<file path="src/rtl/vx_hpdcache_req_sched_if.sv">
// Bundle between Vortex requesters, the HPDCache core port and the scheduler.
// The scheduler takes the slave view; the environment drives through master.
interface vx_hpdcache_req_sched_if #(
    parameter int NUM_REQS   = 4,
    parameter int ADDR_WIDTH = 32,
    parameter int DATA_WIDTH = 128,
    parameter int TAG_WIDTH  = 8
);
    localparam int SID_W = (NUM_REQS > 1) ? $clog2(NUM_REQS) : 1;
    localparam int BE_W  = DATA_WIDTH / 8;

    logic [NUM_REQS-1:0]            req_valid_i;
    logic [NUM_REQS-1:0]            req_rw_i;
    logic [NUM_REQS-1:0]            req_flush_i;
    logic [NUM_REQS*ADDR_WIDTH-1:0] req_addr_i;
    logic [NUM_REQS*DATA_WIDTH-1:0] req_data_i;
    logic [NUM_REQS*BE_W-1:0]       req_byteen_i;
    logic [NUM_REQS*TAG_WIDTH-1:0]  req_tag_i;
    logic [NUM_REQS-1:0]            req_ready_o;

    logic                  out_req_valid_o;
    logic                  out_req_ready_i;
    logic                  out_req_rw_o;
    logic                  out_req_flush_o;
    logic [ADDR_WIDTH-1:0] out_req_addr_o;
    logic [DATA_WIDTH-1:0] out_req_data_o;
    logic [BE_W-1:0]       out_req_byteen_o;
    logic [TAG_WIDTH-1:0]  out_req_tag_o;
    logic [SID_W-1:0]      out_req_sid_o;

    logic                  out_rsp_valid_i;
    logic [SID_W-1:0]      out_rsp_sid_i;
    logic [TAG_WIDTH-1:0]  out_rsp_tag_i;
    logic [DATA_WIDTH-1:0] out_rsp_data_i;

    logic [NUM_REQS-1:0]   rsp_valid_o;
    logic [TAG_WIDTH-1:0]  rsp_tag_o;
    logic [DATA_WIDTH-1:0] rsp_data_o;

    modport slave (
        input  req_valid_i, req_rw_i, req_flush_i, req_addr_i,
        input  req_data_i, req_byteen_i, req_tag_i,
        output req_ready_o,
        output out_req_valid_o, out_req_rw_o, out_req_flush_o,
        output out_req_addr_o, out_req_data_o, out_req_byteen_o,
        output out_req_tag_o, out_req_sid_o,
        input  out_req_ready_i,
        input  out_rsp_valid_i, out_rsp_sid_i, out_rsp_tag_i, out_rsp_data_i,
        output rsp_valid_o, rsp_tag_o, rsp_data_o
    );

    modport master (
        output req_valid_i, req_rw_i, req_flush_i, req_addr_i,
        output req_data_i, req_byteen_i, req_tag_i,
        input  req_ready_o,
        input  out_req_valid_o, out_req_rw_o, out_req_flush_o,
        input  out_req_addr_o, out_req_data_o, out_req_byteen_o,
        input  out_req_tag_o, out_req_sid_o,
        output out_req_ready_i,
        output out_rsp_valid_i, out_rsp_sid_i, out_rsp_tag_i, out_rsp_data_i,
        input  rsp_valid_o, rsp_tag_o, rsp_data_o
    );
endinterface

</file>
<file path="src/rtl/vx_hpdcache_req_sched.sv">
// Round-robin sharing of the HPDCache core port among Vortex requesters,
// with sid-based response routing, in-flight limiting and flush sequencing.
module vx_hpdcache_req_sched #(
    parameter int NUM_REQS    = 4,
    parameter int ADDR_WIDTH  = 32,
    parameter int DATA_WIDTH  = 128,
    parameter int TAG_WIDTH   = 8,
    parameter int MAX_PENDING = 8
) (
    input  logic                   clk,
    input  logic                   reset,
    vx_hpdcache_req_sched_if.slave bus,
    output logic                   busy_o
);
    localparam int SID_W = (NUM_REQS > 1) ? $clog2(NUM_REQS) : 1;
    localparam int BE_W  = DATA_WIDTH / 8;
    localparam int CNT_W = $clog2(MAX_PENDING + 1);

    localparam logic [1:0] RUN   = 2'd0;
    localparam logic [1:0] DRAIN = 2'd1;
    localparam logic [1:0] FWAIT = 2'd2;

    localparam logic [CNT_W-1:0] MAX_CNT = CNT_W'(MAX_PENDING);
    localparam logic [SID_W-1:0] LAST    = SID_W'(NUM_REQS - 1);

    function automatic logic [SID_W-1:0] f_next(input logic [SID_W-1:0] idx);
        return (idx == LAST) ? '0 : idx + 1'b1;
    endfunction

    logic [1:0]       r_state;
    logic [1:0]       w_state_nxt;
    logic [SID_W-1:0] r_rr_ptr;
    logic [SID_W-1:0] w_rr_nxt;
    logic [CNT_W-1:0] r_pend;
    logic [SID_W-1:0] r_owner;

    logic                  r_out_valid;
    logic                  r_out_rw;
    logic                  r_out_flush;
    logic [ADDR_WIDTH-1:0] r_out_addr;
    logic [DATA_WIDTH-1:0] r_out_data;
    logic [BE_W-1:0]       r_out_byteen;
    logic [TAG_WIDTH-1:0]  r_out_tag;
    logic [SID_W-1:0]      r_out_sid;

    logic [NUM_REQS-1:0]   w_elig;
    logic                  w_found;
    logic [SID_W-1:0]      w_win;
    logic                  w_win_flush;
    logic                  w_can_load;
    logic                  w_drain_go;
    logic                  w_owner_rsp;
    logic [NUM_REQS-1:0]   w_ready;
    logic                  w_load;
    logic                  w_load_flush;
    logic                  w_set_owner;
    logic                  w_inc;
    logic                  w_dec;
    logic [SID_W-1:0]      w_sel_idx;
    logic                  w_sel_rw;
    logic [ADDR_WIDTH-1:0] w_sel_addr;
    logic [DATA_WIDTH-1:0] w_sel_data;
    logic [BE_W-1:0]       w_sel_byteen;
    logic [TAG_WIDTH-1:0]  w_sel_tag;

    // Reads wait for a free pending slot; writes and flushes never do.
    always_comb begin
        w_elig = '0;
        for (int i = 0; i < NUM_REQS; i++) begin
            w_elig[i] = bus.req_valid_i[i]
                      & (bus.req_flush_i[i] | bus.req_rw_i[i]
                         | (r_pend < MAX_CNT));
        end
    end

    always_comb begin
        int v_idx;
        w_found = 1'b0;
        w_win   = r_rr_ptr;
        v_idx   = 0;
        for (int k = 0; k < NUM_REQS; k++) begin
            v_idx = int'(r_rr_ptr) + k;
            if (v_idx >= NUM_REQS) v_idx = v_idx - NUM_REQS;
            if (!w_found && w_elig[v_idx]) begin
                w_found = 1'b1;
                w_win   = SID_W'(v_idx);
            end
        end
    end

    assign w_win_flush = bus.req_flush_i[w_win];
    assign w_can_load  = !r_out_valid || bus.out_req_ready_i;
    assign w_drain_go  = (r_pend == '0) && !r_out_valid
                       && bus.req_valid_i[r_owner];
    assign w_owner_rsp = bus.out_rsp_valid_i
                       && (bus.out_rsp_sid_i == r_owner);
    assign w_sel_idx   = (r_state == DRAIN) ? r_owner : w_win;

    always_comb begin
        w_sel_rw     = 1'b0;
        w_sel_addr   = '0;
        w_sel_data   = '0;
        w_sel_byteen = '0;
        w_sel_tag    = '0;
        for (int i = 0; i < NUM_REQS; i++) begin
            if (w_sel_idx == SID_W'(i)) begin
                w_sel_rw     = bus.req_rw_i[i];
                w_sel_addr   = bus.req_addr_i[i*ADDR_WIDTH +: ADDR_WIDTH];
                w_sel_data   = bus.req_data_i[i*DATA_WIDTH +: DATA_WIDTH];
                w_sel_byteen = bus.req_byteen_i[i*BE_W +: BE_W];
                w_sel_tag    = bus.req_tag_i[i*TAG_WIDTH +: TAG_WIDTH];
            end
        end
    end

    always_ff @(posedge clk) begin
        if (reset) begin
            r_state  <= RUN;
            r_rr_ptr <= '0;
            r_owner  <= '0;
        end else begin
            r_state  <= w_state_nxt;
            r_rr_ptr <= w_rr_nxt;
            if (w_set_owner) r_owner <= w_win;
        end
    end

    always_comb begin
        w_state_nxt = r_state;
        unique case (r_state)
            RUN: begin
                if (w_found && w_win_flush) w_state_nxt = DRAIN;
            end
            DRAIN: begin
                if (!bus.req_valid_i[r_owner]) w_state_nxt = RUN;
                else if (w_drain_go)           w_state_nxt = FWAIT;
            end
            FWAIT: begin
                if (w_owner_rsp) w_state_nxt = RUN;
            end
            default: w_state_nxt = RUN;
        endcase
    end

    always_comb begin
        w_ready      = '0;
        w_load       = 1'b0;
        w_load_flush = 1'b0;
        w_set_owner  = 1'b0;
        w_rr_nxt     = r_rr_ptr;
        unique case (r_state)
            RUN: begin
                if (w_found && w_win_flush) begin
                    w_set_owner = 1'b1;
                end else if (w_found && w_can_load) begin
                    w_ready[w_win] = 1'b1;
                    w_load         = 1'b1;
                    w_rr_nxt       = f_next(w_win);
                end
            end
            DRAIN: begin
                if (w_drain_go) begin
                    w_ready[r_owner] = 1'b1;
                    w_load           = 1'b1;
                    w_load_flush     = 1'b1;
                end
            end
            FWAIT: begin
                if (w_owner_rsp) w_rr_nxt = f_next(r_owner);
            end
            default: ;
        endcase
    end

    assign w_inc = w_load && (w_load_flush || !w_sel_rw);
    assign w_dec = bus.out_rsp_valid_i;

    // Stray responses at zero are absorbed rather than wrapping the counter.
    always_ff @(posedge clk) begin
        if (reset) begin
            r_pend      <= '0;
            r_out_valid <= 1'b0;
        end else begin
            if (w_inc && !w_dec)
                r_pend <= r_pend + 1'b1;
            else if (!w_inc && w_dec && (r_pend != '0))
                r_pend <= r_pend - 1'b1;
            if (w_can_load) r_out_valid <= w_load;
        end
    end

    always_ff @(posedge clk) begin
        if (w_load) begin
            r_out_rw     <= w_load_flush ? 1'b0 : w_sel_rw;
            r_out_flush  <= w_load_flush;
            r_out_addr   <= w_sel_addr;
            r_out_data   <= w_sel_data;
            r_out_byteen <= w_sel_byteen;
            r_out_tag    <= w_sel_tag;
            r_out_sid    <= w_sel_idx;
        end
    end

    assign bus.req_ready_o      = w_ready;
    assign bus.out_req_valid_o  = r_out_valid;
    assign bus.out_req_rw_o     = r_out_rw;
    assign bus.out_req_flush_o  = r_out_flush;
    assign bus.out_req_addr_o   = r_out_addr;
    assign bus.out_req_data_o   = r_out_data;
    assign bus.out_req_byteen_o = r_out_byteen;
    assign bus.out_req_tag_o    = r_out_tag;
    assign bus.out_req_sid_o    = r_out_sid;

    always_comb begin
        bus.rsp_valid_o = '0;
        for (int i = 0; i < NUM_REQS; i++) begin
            bus.rsp_valid_o[i] = bus.out_rsp_valid_i
                               && (bus.out_rsp_sid_i == SID_W'(i));
        end
    end

    assign bus.rsp_tag_o  = bus.out_rsp_tag_i;
    assign bus.rsp_data_o = bus.out_rsp_data_i;

    assign busy_o = (r_state != RUN) || (r_pend != '0) || r_out_valid;

endmodule

</file>
<file path="src/flat_wrapper.sv">
// flat-port wrapper written by rule: the top's interface ports become plain ports
module vx_hpdcache_req_sched_flat 
#(
    parameter int NUM_REQS    = 4,
    parameter int ADDR_WIDTH  = 32,
    parameter int DATA_WIDTH  = 128,
    parameter int TAG_WIDTH   = 8,
    parameter int MAX_PENDING = 8
)
  (clk, reset, busy_o, bus_req_valid_i, bus_req_rw_i, bus_req_flush_i, bus_req_addr_i, bus_req_data_i, bus_req_byteen_i, bus_req_tag_i, bus_req_ready_o, bus_out_req_valid_o, bus_out_req_rw_o, bus_out_req_flush_o, bus_out_req_addr_o, bus_out_req_data_o, bus_out_req_byteen_o, bus_out_req_tag_o, bus_out_req_sid_o, bus_out_req_ready_i, bus_out_rsp_valid_i, bus_out_rsp_sid_i, bus_out_rsp_tag_i, bus_out_rsp_data_i, bus_rsp_valid_o, bus_rsp_tag_o, bus_rsp_data_o);
  vx_hpdcache_req_sched_if #(.NUM_REQS(NUM_REQS), .ADDR_WIDTH(ADDR_WIDTH), .DATA_WIDTH(DATA_WIDTH), .TAG_WIDTH(TAG_WIDTH)) bus_i ();
  input  logic clk;
  input  logic reset;
  output logic busy_o;
  input wire logic [$bits(bus_i.req_valid_i)-1:0] bus_req_valid_i;
  input wire logic [$bits(bus_i.req_rw_i)-1:0] bus_req_rw_i;
  input wire logic [$bits(bus_i.req_flush_i)-1:0] bus_req_flush_i;
  input wire logic [$bits(bus_i.req_addr_i)-1:0] bus_req_addr_i;
  input wire logic [$bits(bus_i.req_data_i)-1:0] bus_req_data_i;
  input wire logic [$bits(bus_i.req_byteen_i)-1:0] bus_req_byteen_i;
  input wire logic [$bits(bus_i.req_tag_i)-1:0] bus_req_tag_i;
  output wire logic [$bits(bus_i.req_ready_o)-1:0] bus_req_ready_o;
  output wire logic [$bits(bus_i.out_req_valid_o)-1:0] bus_out_req_valid_o;
  output wire logic [$bits(bus_i.out_req_rw_o)-1:0] bus_out_req_rw_o;
  output wire logic [$bits(bus_i.out_req_flush_o)-1:0] bus_out_req_flush_o;
  output wire logic [$bits(bus_i.out_req_addr_o)-1:0] bus_out_req_addr_o;
  output wire logic [$bits(bus_i.out_req_data_o)-1:0] bus_out_req_data_o;
  output wire logic [$bits(bus_i.out_req_byteen_o)-1:0] bus_out_req_byteen_o;
  output wire logic [$bits(bus_i.out_req_tag_o)-1:0] bus_out_req_tag_o;
  output wire logic [$bits(bus_i.out_req_sid_o)-1:0] bus_out_req_sid_o;
  input wire logic [$bits(bus_i.out_req_ready_i)-1:0] bus_out_req_ready_i;
  input wire logic [$bits(bus_i.out_rsp_valid_i)-1:0] bus_out_rsp_valid_i;
  input wire logic [$bits(bus_i.out_rsp_sid_i)-1:0] bus_out_rsp_sid_i;
  input wire logic [$bits(bus_i.out_rsp_tag_i)-1:0] bus_out_rsp_tag_i;
  input wire logic [$bits(bus_i.out_rsp_data_i)-1:0] bus_out_rsp_data_i;
  output wire logic [$bits(bus_i.rsp_valid_o)-1:0] bus_rsp_valid_o;
  output wire logic [$bits(bus_i.rsp_tag_o)-1:0] bus_rsp_tag_o;
  output wire logic [$bits(bus_i.rsp_data_o)-1:0] bus_rsp_data_o;
  assign bus_i.req_valid_i = bus_req_valid_i;
  assign bus_i.req_rw_i = bus_req_rw_i;
  assign bus_i.req_flush_i = bus_req_flush_i;
  assign bus_i.req_addr_i = bus_req_addr_i;
  assign bus_i.req_data_i = bus_req_data_i;
  assign bus_i.req_byteen_i = bus_req_byteen_i;
  assign bus_i.req_tag_i = bus_req_tag_i;
  assign bus_req_ready_o = bus_i.req_ready_o;
  assign bus_out_req_valid_o = bus_i.out_req_valid_o;
  assign bus_out_req_rw_o = bus_i.out_req_rw_o;
  assign bus_out_req_flush_o = bus_i.out_req_flush_o;
  assign bus_out_req_addr_o = bus_i.out_req_addr_o;
  assign bus_out_req_data_o = bus_i.out_req_data_o;
  assign bus_out_req_byteen_o = bus_i.out_req_byteen_o;
  assign bus_out_req_tag_o = bus_i.out_req_tag_o;
  assign bus_out_req_sid_o = bus_i.out_req_sid_o;
  assign bus_i.out_req_ready_i = bus_out_req_ready_i;
  assign bus_i.out_rsp_valid_i = bus_out_rsp_valid_i;
  assign bus_i.out_rsp_sid_i = bus_out_rsp_sid_i;
  assign bus_i.out_rsp_tag_i = bus_out_rsp_tag_i;
  assign bus_i.out_rsp_data_i = bus_out_rsp_data_i;
  assign bus_rsp_valid_o = bus_i.rsp_valid_o;
  assign bus_rsp_tag_o = bus_i.rsp_tag_o;
  assign bus_rsp_data_o = bus_i.rsp_data_o;
  vx_hpdcache_req_sched #(.NUM_REQS(NUM_REQS), .ADDR_WIDTH(ADDR_WIDTH), .DATA_WIDTH(DATA_WIDTH), .TAG_WIDTH(TAG_WIDTH), .MAX_PENDING(MAX_PENDING)) u_core (.clk(clk), .reset(reset), .bus(bus_i), .busy_o(busy_o));
endmodule
</file>
<file path="config.mk">
export PLATFORM = sky130hd
export DESIGN_NAME = vx_hpdcache_req_sched_flat
export DESIGN_NICKNAME = d
export VERILOG_FILES = /design/src/rtl/vx_hpdcache_req_sched_if.sv /design/src/rtl/vx_hpdcache_req_sched.sv /design/src/flat_wrapper.sv
export SDC_FILE = /design/constraint.sdc
export NUM_CORES = 1
export LEC_CHECK = 0
export ABC_AREA = 1
export CAP_MARGIN = 20
export CORE_AREA = 2 2 477 479
export CTS_CLUSTER_SIZE = 24
export DETAILED_ROUTE_END_ITERATION = 7
export DIE_AREA = 0 0 479 481
export GPL_ROUTABILITY_DRIVEN = 1
export MAX_ROUTING_LAYER = met4
export PLACE_DENSITY = 0.3
export SLEW_MARGIN = 5
export SYNTH_ARGS = -nofsm -noshare
export SYNTH_HDL_FRONTEND = slang
export SYNTH_SLANG_ARGS = --single-unit
</file>
<file path="constraint.sdc">
create_clock -name clk -period 7.7 [get_ports clk]
set_clock_uncertainty 0.2 [all_clocks]
set_input_delay 1.54 -clock clk [delete_from_list [all_inputs] [get_ports clk]]
set_output_delay 1.54 -clock clk [all_outputs]
set_load 0.005 [all_outputs]
</file>
# Word level (Yosys, flattened, before mapping)
# Cells that the tools add are included.
[classes] add_sub_neg=11 n_lt_le_gt_ge=13 n_eq_ne=16 n_mux=77 bitwise=12 reduce_logical=39
[op_table] cell="two-way mux 128 bit" n=4
[op_table] cell="two-way mux 32 bit" n=8
[op_table] cell="< comparator 32 x 4 -> 1 bit, second input constant" n=4
[op_table] cell="greater-or-equal comparator 32 x 4 -> 1 bit, second input constant" n=3
[op_table] cell="subtractor 32 x 4 -> 32 bit, second input constant" n=3
[op_table] cell="two-way mux 16 bit" n=4
[op_table] cell="two-way mux 8 bit" n=4
[op_table] cell="two-way mux 2 bit" n=14
[op_table] cell="two-way mux 1 bit" n=26
[op_table] cell="two-way mux 4 bit" n=5
[op_table] cell="logical AND 1 bit" n=18
[op_table] cell="equality test 2 bit, second input constant" n=7
[op_table] cell="binary-select mux 1 bit (select 2 bit)" n=6
[op_table] cell="OR 1 bit" n=8
[op_table] cell="case mux 4 bit (2 select lines)" n=1
[op_table] cell="logical NOT 1 bit" n=7
[op_table] cell="adder 2 x 2 -> 3 bit, second input constant" n=2
[op_table] cell="equality test 2 x 1 -> 1 bit, second input constant" n=3
[op_table] cell="logical NOT 2 bit" n=3
[op_table] cell="< comparator 2 x 3 -> 1 bit, second input constant" n=2
[op_table] cell="!= test 2 x 1 -> 1 bit, second input constant" n=3
[op_table] cell="case mux 2 bit (3 select lines)" n=1
[op_table] cell="nonzero test 2 bit" n=3
[op_table] cell="adder 2 x 1 -> 2 bit, second input constant" n=2
[op_table] cell="other kinds (19)" n=27
[word_totals] reg_bits=199 input_bits=890 out_inout_bits=334 elab_cells=180

# Longest topological paths before layout
[logic_depth] ltp_word=30 depth_mapped=29 ltp_nobuf=28

# Worst setup path before layout
# OpenSTA, ideal clock, no wires.
[synth_path] path_kind="input port to flip-flop" start="in bus_req_rw_i[0]" end="reg u_core.r_pend[3]" setup_time_ps=115 arrival_time_ps=6478 required_ps=7385 slack_ps=907 stages=25 n_path_buf=0 cell_sequence="nor2_1 > nand2_1 > nand3_1 > nand3_1 > nand2_1 > inv_1 > nor2_4 > nand3_2 > nand2_2 > inv_2 > nor2_2 > nor2_1 > o21ai_1 > nand4_1 > nand2_2 > nand3_2 > ha_1 > nand2_1 > nand2_1 > a31oi_1 > inv_1 > nand2_1 > nand3_1 > nand2_1 > nor2_1"
[synth_via] word_cells_on_any_way=54 classes_between="eq/ne: 3; mux: 31; bitwise: 3; reduce/logical: 17"
[synth_rtl] element="start: declaration" line_no="flat_wrapper.sv:16" source="input wire logic [$bits(bus_i.req_rw_i)-1:0] bus_req_rw_i;"
[synth_rtl] element="OR 1 bit *" line_no="vx_hpdcache_req_sched.sv:71" source="& (bus.req_flush_i[i] | bus.req_rw_i[i]"
[synth_rtl] element="OR 1 bit *" line_no="vx_hpdcache_req_sched.sv:72" source="| (r_pend < MAX_CNT));"
[synth_rtl] element="AND 1 bit *" line_no="vx_hpdcache_req_sched.sv:71"
[synth_rtl] element="binary-select mux 1 bit (select 2 bit)" line_no="vx_hpdcache_req_sched.sv:84" source="if (!w_found && w_elig[v_idx]) begin"
[synth_rtl] element="two-way mux 1 bit (implied by the code) (2 in series)" line_no="vx_hpdcache_req_sched.sv:84"
[synth_rtl] element="two-way mux 1 bit" line_no="vx_hpdcache_req_sched.sv:84"
[synth_rtl] element="logical NOT 1 bit" line_no="vx_hpdcache_req_sched.sv:84"
[synth_rtl] element="logical AND 1 bit" line_no="vx_hpdcache_req_sched.sv:84"
[synth_rtl] element="[... 9 more ...]"
[synth_rtl] element="logical AND 1 bit" line_no="vx_hpdcache_req_sched.sv:153" source="if (w_found && w_win_flush) begin"
[synth_rtl] element="two-way mux 1 bit *" line_no="vx_hpdcache_req_sched.sv:153"
[synth_rtl] element="case mux 1 bit (2 select lines) *" line_no="vx_hpdcache_req_sched.sv:151" source="unique case (r_state)"
[synth_rtl] element="via u_core.w_load" line_no="vx_hpdcache_req_sched.sv:54" source="logic w_load;"
[synth_rtl] element="logical AND 1 bit *" line_no="vx_hpdcache_req_sched.sv:175" source="assign w_inc = w_load && (w_load_flush || !w_sel_rw);"
[synth_rtl] element="logical NOT 1 bit" line_no="vx_hpdcache_req_sched.sv:186" source="else if (!w_inc && w_dec && (r_pend != '0))"
[synth_rtl] element="logical AND 1 bit (2 in series)" line_no="vx_hpdcache_req_sched.sv:186"
[synth_rtl] element="nonzero test 2 bit (no source line)"
[synth_rtl] element="end signal: assignment" line_no="vx_hpdcache_req_sched.sv:185" source="r_pend <= r_pend + 1'b1;"
[synth_rtl] element="end signal: assignment" line_no="vx_hpdcache_req_sched.sv:187" source="r_pend <= r_pend - 1'b1;"
[synth_rtl] element="end: declaration" line_no="vx_hpdcache_req_sched.sv:34" source="logic [CNT_W-1:0] r_pend;"
# The timed path passes the listed nets; every way through them passes the cells marked *. The select of a mux whose other input is x is not followed.
# A chain may end at the register's enable or synchronous reset.

# Final worst setup path
[layout_path] start="in bus_req_flush_i[1]" end="out bus_req_ready_o[3]"
[layout_via] elab_chain_cells=23 word_cells_on_any_way=41 classes_between="order compare: 2; mux: 27; bitwise: 3; reduce/logical: 9"
[layout_lines] element="start: declaration" line_no="flat_wrapper.sv:17" source="input wire logic [$bits(bus_i.req_flush_i)-1:0] bus_req_flush_i;"
[layout_lines] element="OR 1 bit" line_no="vx_hpdcache_req_sched.sv:71"
[layout_lines] element="OR 1 bit" line_no="vx_hpdcache_req_sched.sv:72"
[layout_lines] element="AND 1 bit" line_no="vx_hpdcache_req_sched.sv:71"
[layout_lines] element="binary-select mux 1 bit (select 2 bit)" line_no="vx_hpdcache_req_sched.sv:84"
[layout_lines] element="two-way mux 1 bit (implied by the code) (2 in series)" line_no="vx_hpdcache_req_sched.sv:84"
[layout_lines] element="two-way mux 1 bit" line_no="vx_hpdcache_req_sched.sv:84"
[layout_lines] element="logical NOT 1 bit" line_no="vx_hpdcache_req_sched.sv:84"
[layout_lines] element="logical AND 1 bit" line_no="vx_hpdcache_req_sched.sv:84"
[layout_lines] element="[... 6 more ...]"
[layout_lines] element="two-way mux 2 bit" line_no="vx_hpdcache_req_sched.sv:84"
[layout_lines] element="< comparator 2 x 3 -> 1 bit (implied by the code) or greater-or-equal comparator 2 x 1 -> 1 bit (tied branches)" line_no="vx_hpdcache_req_sched.sv:156" source="w_ready[w_win] = 1'b1;"
[layout_lines] element="logical AND 1 bit (implied by the code)" line_no="vx_hpdcache_req_sched.sv:156"
[layout_lines] element="two-way mux 1 bit (implied by the code)" line_no="vx_hpdcache_req_sched.sv:156"
[layout_lines] element="demux 1 bit (select 2 bit)"
[layout_lines] element="two-way mux 4 bit" line_no="vx_hpdcache_req_sched.sv:155" source="end else if (w_found && w_can_load) begin"
[layout_lines] element="two-way mux 4 bit *" line_no="vx_hpdcache_req_sched.sv:153"
[layout_lines] element="case mux 4 bit (2 select lines) *" line_no="vx_hpdcache_req_sched.sv:151"
[layout_lines] element="end: declaration" line_no="flat_wrapper.sv:22" source="output wire logic [$bits(bus_i.req_ready_o)-1:0] bus_req_ready_o;"
# Every way passes the cells marked *; elsewhere a longest branch is shown, timed or not. The select of a mux whose other input is x is not followed.

==> impl_results.md <==
- Unrepaired setup endpoints after global routing: false
- Layout cells sized above 1: around 3.8%
- Routed wire per std cell: between 20 and 30 um
- Die Wd: 479 um
- Crit share post-route: 83.0%
- Clock transition at path regs: roughly 0.09 ns
- Syn Nets: 2452
- FP Rows: roughly 180
- Max clock buf depth: 2
- Commonest non-fill, non-tap cell in the layout: clkdlybuf4s50_1
- Synth cell types: 34
- Post-Syn Area: about 13000 um2
- Detailed router's first-iteration violation count: approximately 830
- CP Launch Type: input port
- Worst-Margin Slew: approximately 1.1 ns
- GR Util All Layers: between 10% and 20%
- Initial antenna violation count: about 140
- Root Buffer: clkbuf_16
- Sequential area share after synthesis: between 40 and 50%
- Required @ worst endpoint: 5.96 ns
- Antenna Nets Post-Route: 0
- Fin crit period: ~6.4 ns
- Pre-Repair DR Iteration Count: 5
- Critical Path Max Stage Delay: ~0.54 ns
- H-tree depth: 4
- RD Place Congestion: roughly 0.87
- DIE HEIGHT: 481 um
- Max Clk Rate: ~0.16 GHz
- Net Sw Frac: between 50 and 60%
- Total clock sinks: 199
- Async SR Flop Fraction: 0%
- Pint: between 0.005 and 0.006 W
- Worst setup path startpoint: bus_req_flush_i[1]
- Post-CTS setup buffer count: 0
- Pin count of the biggest net entering global routing: between 100 and 150
- Crit path top cell by count: nand3_1
- Rel. slew slack: approximately a quarter
- Family with the most delay on the worst path: simple AND/OR/NAND/NOR gates
- Biggest area consumer among synthesized cells: edfxtp_1
- CP Capture Type: output port
- Worst hold path class: flop to flop
- # DRC: 0
- CTS tree: yes
- Critical path fanouts, max: 5
- Final Setup Violations: 0
- Initial Util: approximately 5.6%
- Critical path arrival: about 4.7 ns
- CORE AREA: ~230000 um2
- Yosys warns: 0
- Syn Area/Cell: just over 8 um2
- Power Dens Cells: ~510 nW/um2
- Synth top area share: a little under half
- Critical R2R Launch: u_core.r_rr_ptr[0]$_SDFFE_PP0P_
- Num CTS Buffers: 17
- Vias in the first global route: between 15000 and 20000
- Port buffer count: ~950
- P_sw: a little over 0.007 W
- Pins Over Slew Limit: 0
- Synth area leaders: edfxtp_1 (45%), nand2_1 (18%), nand4_1 (9.3%)
- Most used flip-flop cell after synthesis: edfxtp_1
- Sequential fraction of design power: roughly 22%
- Count of nets after finishing: around 3200
- Critical path class: input port to output port
- Peak VDD IR: 0.772 mV
- Via count: 15400
- CP max stage cell: clkdlybuf4s50_1
- First-pass GRT wire length: around 190 mm
- # IOs: approximately 1200
- Synth-to-Final Area Change: 103%
- Die area: 230000 um2
- Fin. Hold Viols: 0
- Hold Path Origin: u_core.r_pend[2]$_SDFFE_PP0P_
- EDFF count, synth: between 150 and 200
- Max-cap violations: 0
- Setup TNS: 0 ns
- Clock Power Share: under 10%
- Vias/cell: 2.85
- Clk_lat worst skew: about 0.55 ns
- Most frequent cells in the layout: clkdlybuf4s50_1 (951), nand2_1 (593), nand3_1 (212)
- Hold WS: about 0.37 ns
- WP buf/inv: 5
- DP HPWL: around 130 mm
- Routed WL: ~160 mm
- Hold_buf cts: 0
- FF+latch count, synth: slightly below 200
- Gate count of the mapped netlist: between 1500 and 2000
- Crit-path cells: clkdlybuf4s50_1, nor2_1, nand2_1, nand3_1, nand3_1, nand2_1, inv_1, nor2_4, nand3_1, nand3_1, nand2_2, inv_2, nor2_1, o21ai_1, nand4_1, inv_1, nand2_1, o21ai_0, clkdlybuf4s50_1
- Combinational Power Share: about 70%
- P_leak: slightly above 8 nW
- Post-CTS Resized: 0
- GRT Residual Overflow: 0
- Status: completed
==> worst min-delay path, delay by kind of cell, from the launching register on <==
| kind | cells | cell delay (ns) |
|---|---|---|
| AO/OA/AOI/OAI | 1 | 0.14 |
| AND/OR/NAND/NOR | 1 | 0.05 |
| flip-flops | 1 | 0.34 |
==> final timing paths <==
check,slack (ns),to,cells after the start
max,1.31,bus_req_ready_o[3],19
min,0.37,u_core.r_pend[2]$_SDFFE_PP0P_,2
max reg2reg,3.37,u_core.r_pend[3]$_SDFFE_PP0P_,24
min reg2reg,0.37,u_core.r_pend[2]$_SDFFE_PP0P_,2
==> cell type report <==
class	instances	area, um2
Clock inverter	10	77.6
Tap cell	3009	3760
Multi-Input combinational cell	1084	5110
Sequential cell	199	5870
Inverter	30	120
Clock buffer	20	437
Timing Repair Buffer	983	9980
Fill cell	26200	200000
Antenna cell	62	155
==> cells in the mapped netlist (2+ instances only) <==
master      n
buf_4     138
buf_2      53
nor2_2      4
nor2_1     25
a22o_1      3
buf_6       2
nand2_1   593
dfxtp_1    11
ha_1       10
nor2_4      2
o21ai_0     8
a21oi_1     5
inv_1      23
nor3_1      5
a211oi_1    2
nand4_1   186
nand3_1   212
edfxtp_1  188
inv_2       7
buf_1       3
o21ai_1     5
clkbuf_1   42
nand2_2    11
nand3_2     3
==> state kept, by name, indices dropped and copies added, names as in the netlist, 2 cells and up <==
register / cells
u_core.bus.out_req_data_o: 128
u_core.bus.out_req_sid_o: 2
u_core.r_owner: 2
u_core.r_state: 2
u_core.bus.out_req_addr_o: 32
u_core.r_pend: 4
u_core.r_rr_ptr: 2
u_core.bus.out_req_byteen_o: 16
u_core.bus.out_req_tag_o: 8
==> cell families (layout without fill, tap and decap cells) <==
family | after synthesis | in the layout | synth area share (%)
AND/OR/NAND/NOR | 1043 | 1043 | 37.7
buffers and inverters | 268 | 1043 | 12.8
flip-flops | 199 | 199 | 46.8
other | 0 | 62 | 0
AO/OA/AOI/OAI | 28 | 28 | 1.36
XOR/XNOR | 2 | 2 | 0.200
adder cells (fa/ha/maj) | 11 | 11 | 1.16
==> power by group through the flow <==
| stage | clock network (W) | registers, W | logic, W |
|---|---|---|---|
| global placement | 0 | 0.00293 | 0.00942 |
| detailed placement | 0 | 0.00293 | 0.00945 |
| floorplan | 0 | 0.00297 | 0.00394 |
| finish | 0.00103 | 0.00290 | 0.00904 |
| global route | 0.00112 | 0.00296 | 0.00989 |
| CTS | 0.00113 | 0.00291 | 0.00950 |
==> stage by stage <==
stage / util (%) / setup slack (ns) / instance area (um2) / total power (W) / cells
after floorplan: - / 0.907 / 12500 / 0.00691 / 1551
after global placement: 11.0 / 1.21 / 24800 / 0.0123 / 5303
after detailed placement: 11.0 / 1.31 / 24800 / 0.0124 / 5305
after CTS: 11.2 / 1.29 / 25400 / 0.0135 / 5335
after global routing: 11.3 / 1.01 / 25500 / 0.0140 / 5393
final: 11.3 / 1.31 / 25500 / 0.0130 / 5397
==> layer usage <==
metal	track usage [%]	up-vias	wire length, um
met1	13.9	7242	59000
met4	4.17	0	4990
met3	7.44	261	19800
met2	21.9	981	73700
met5	-	-	0
li1	-	6880	-
Power figures use the tool's default switching activity.
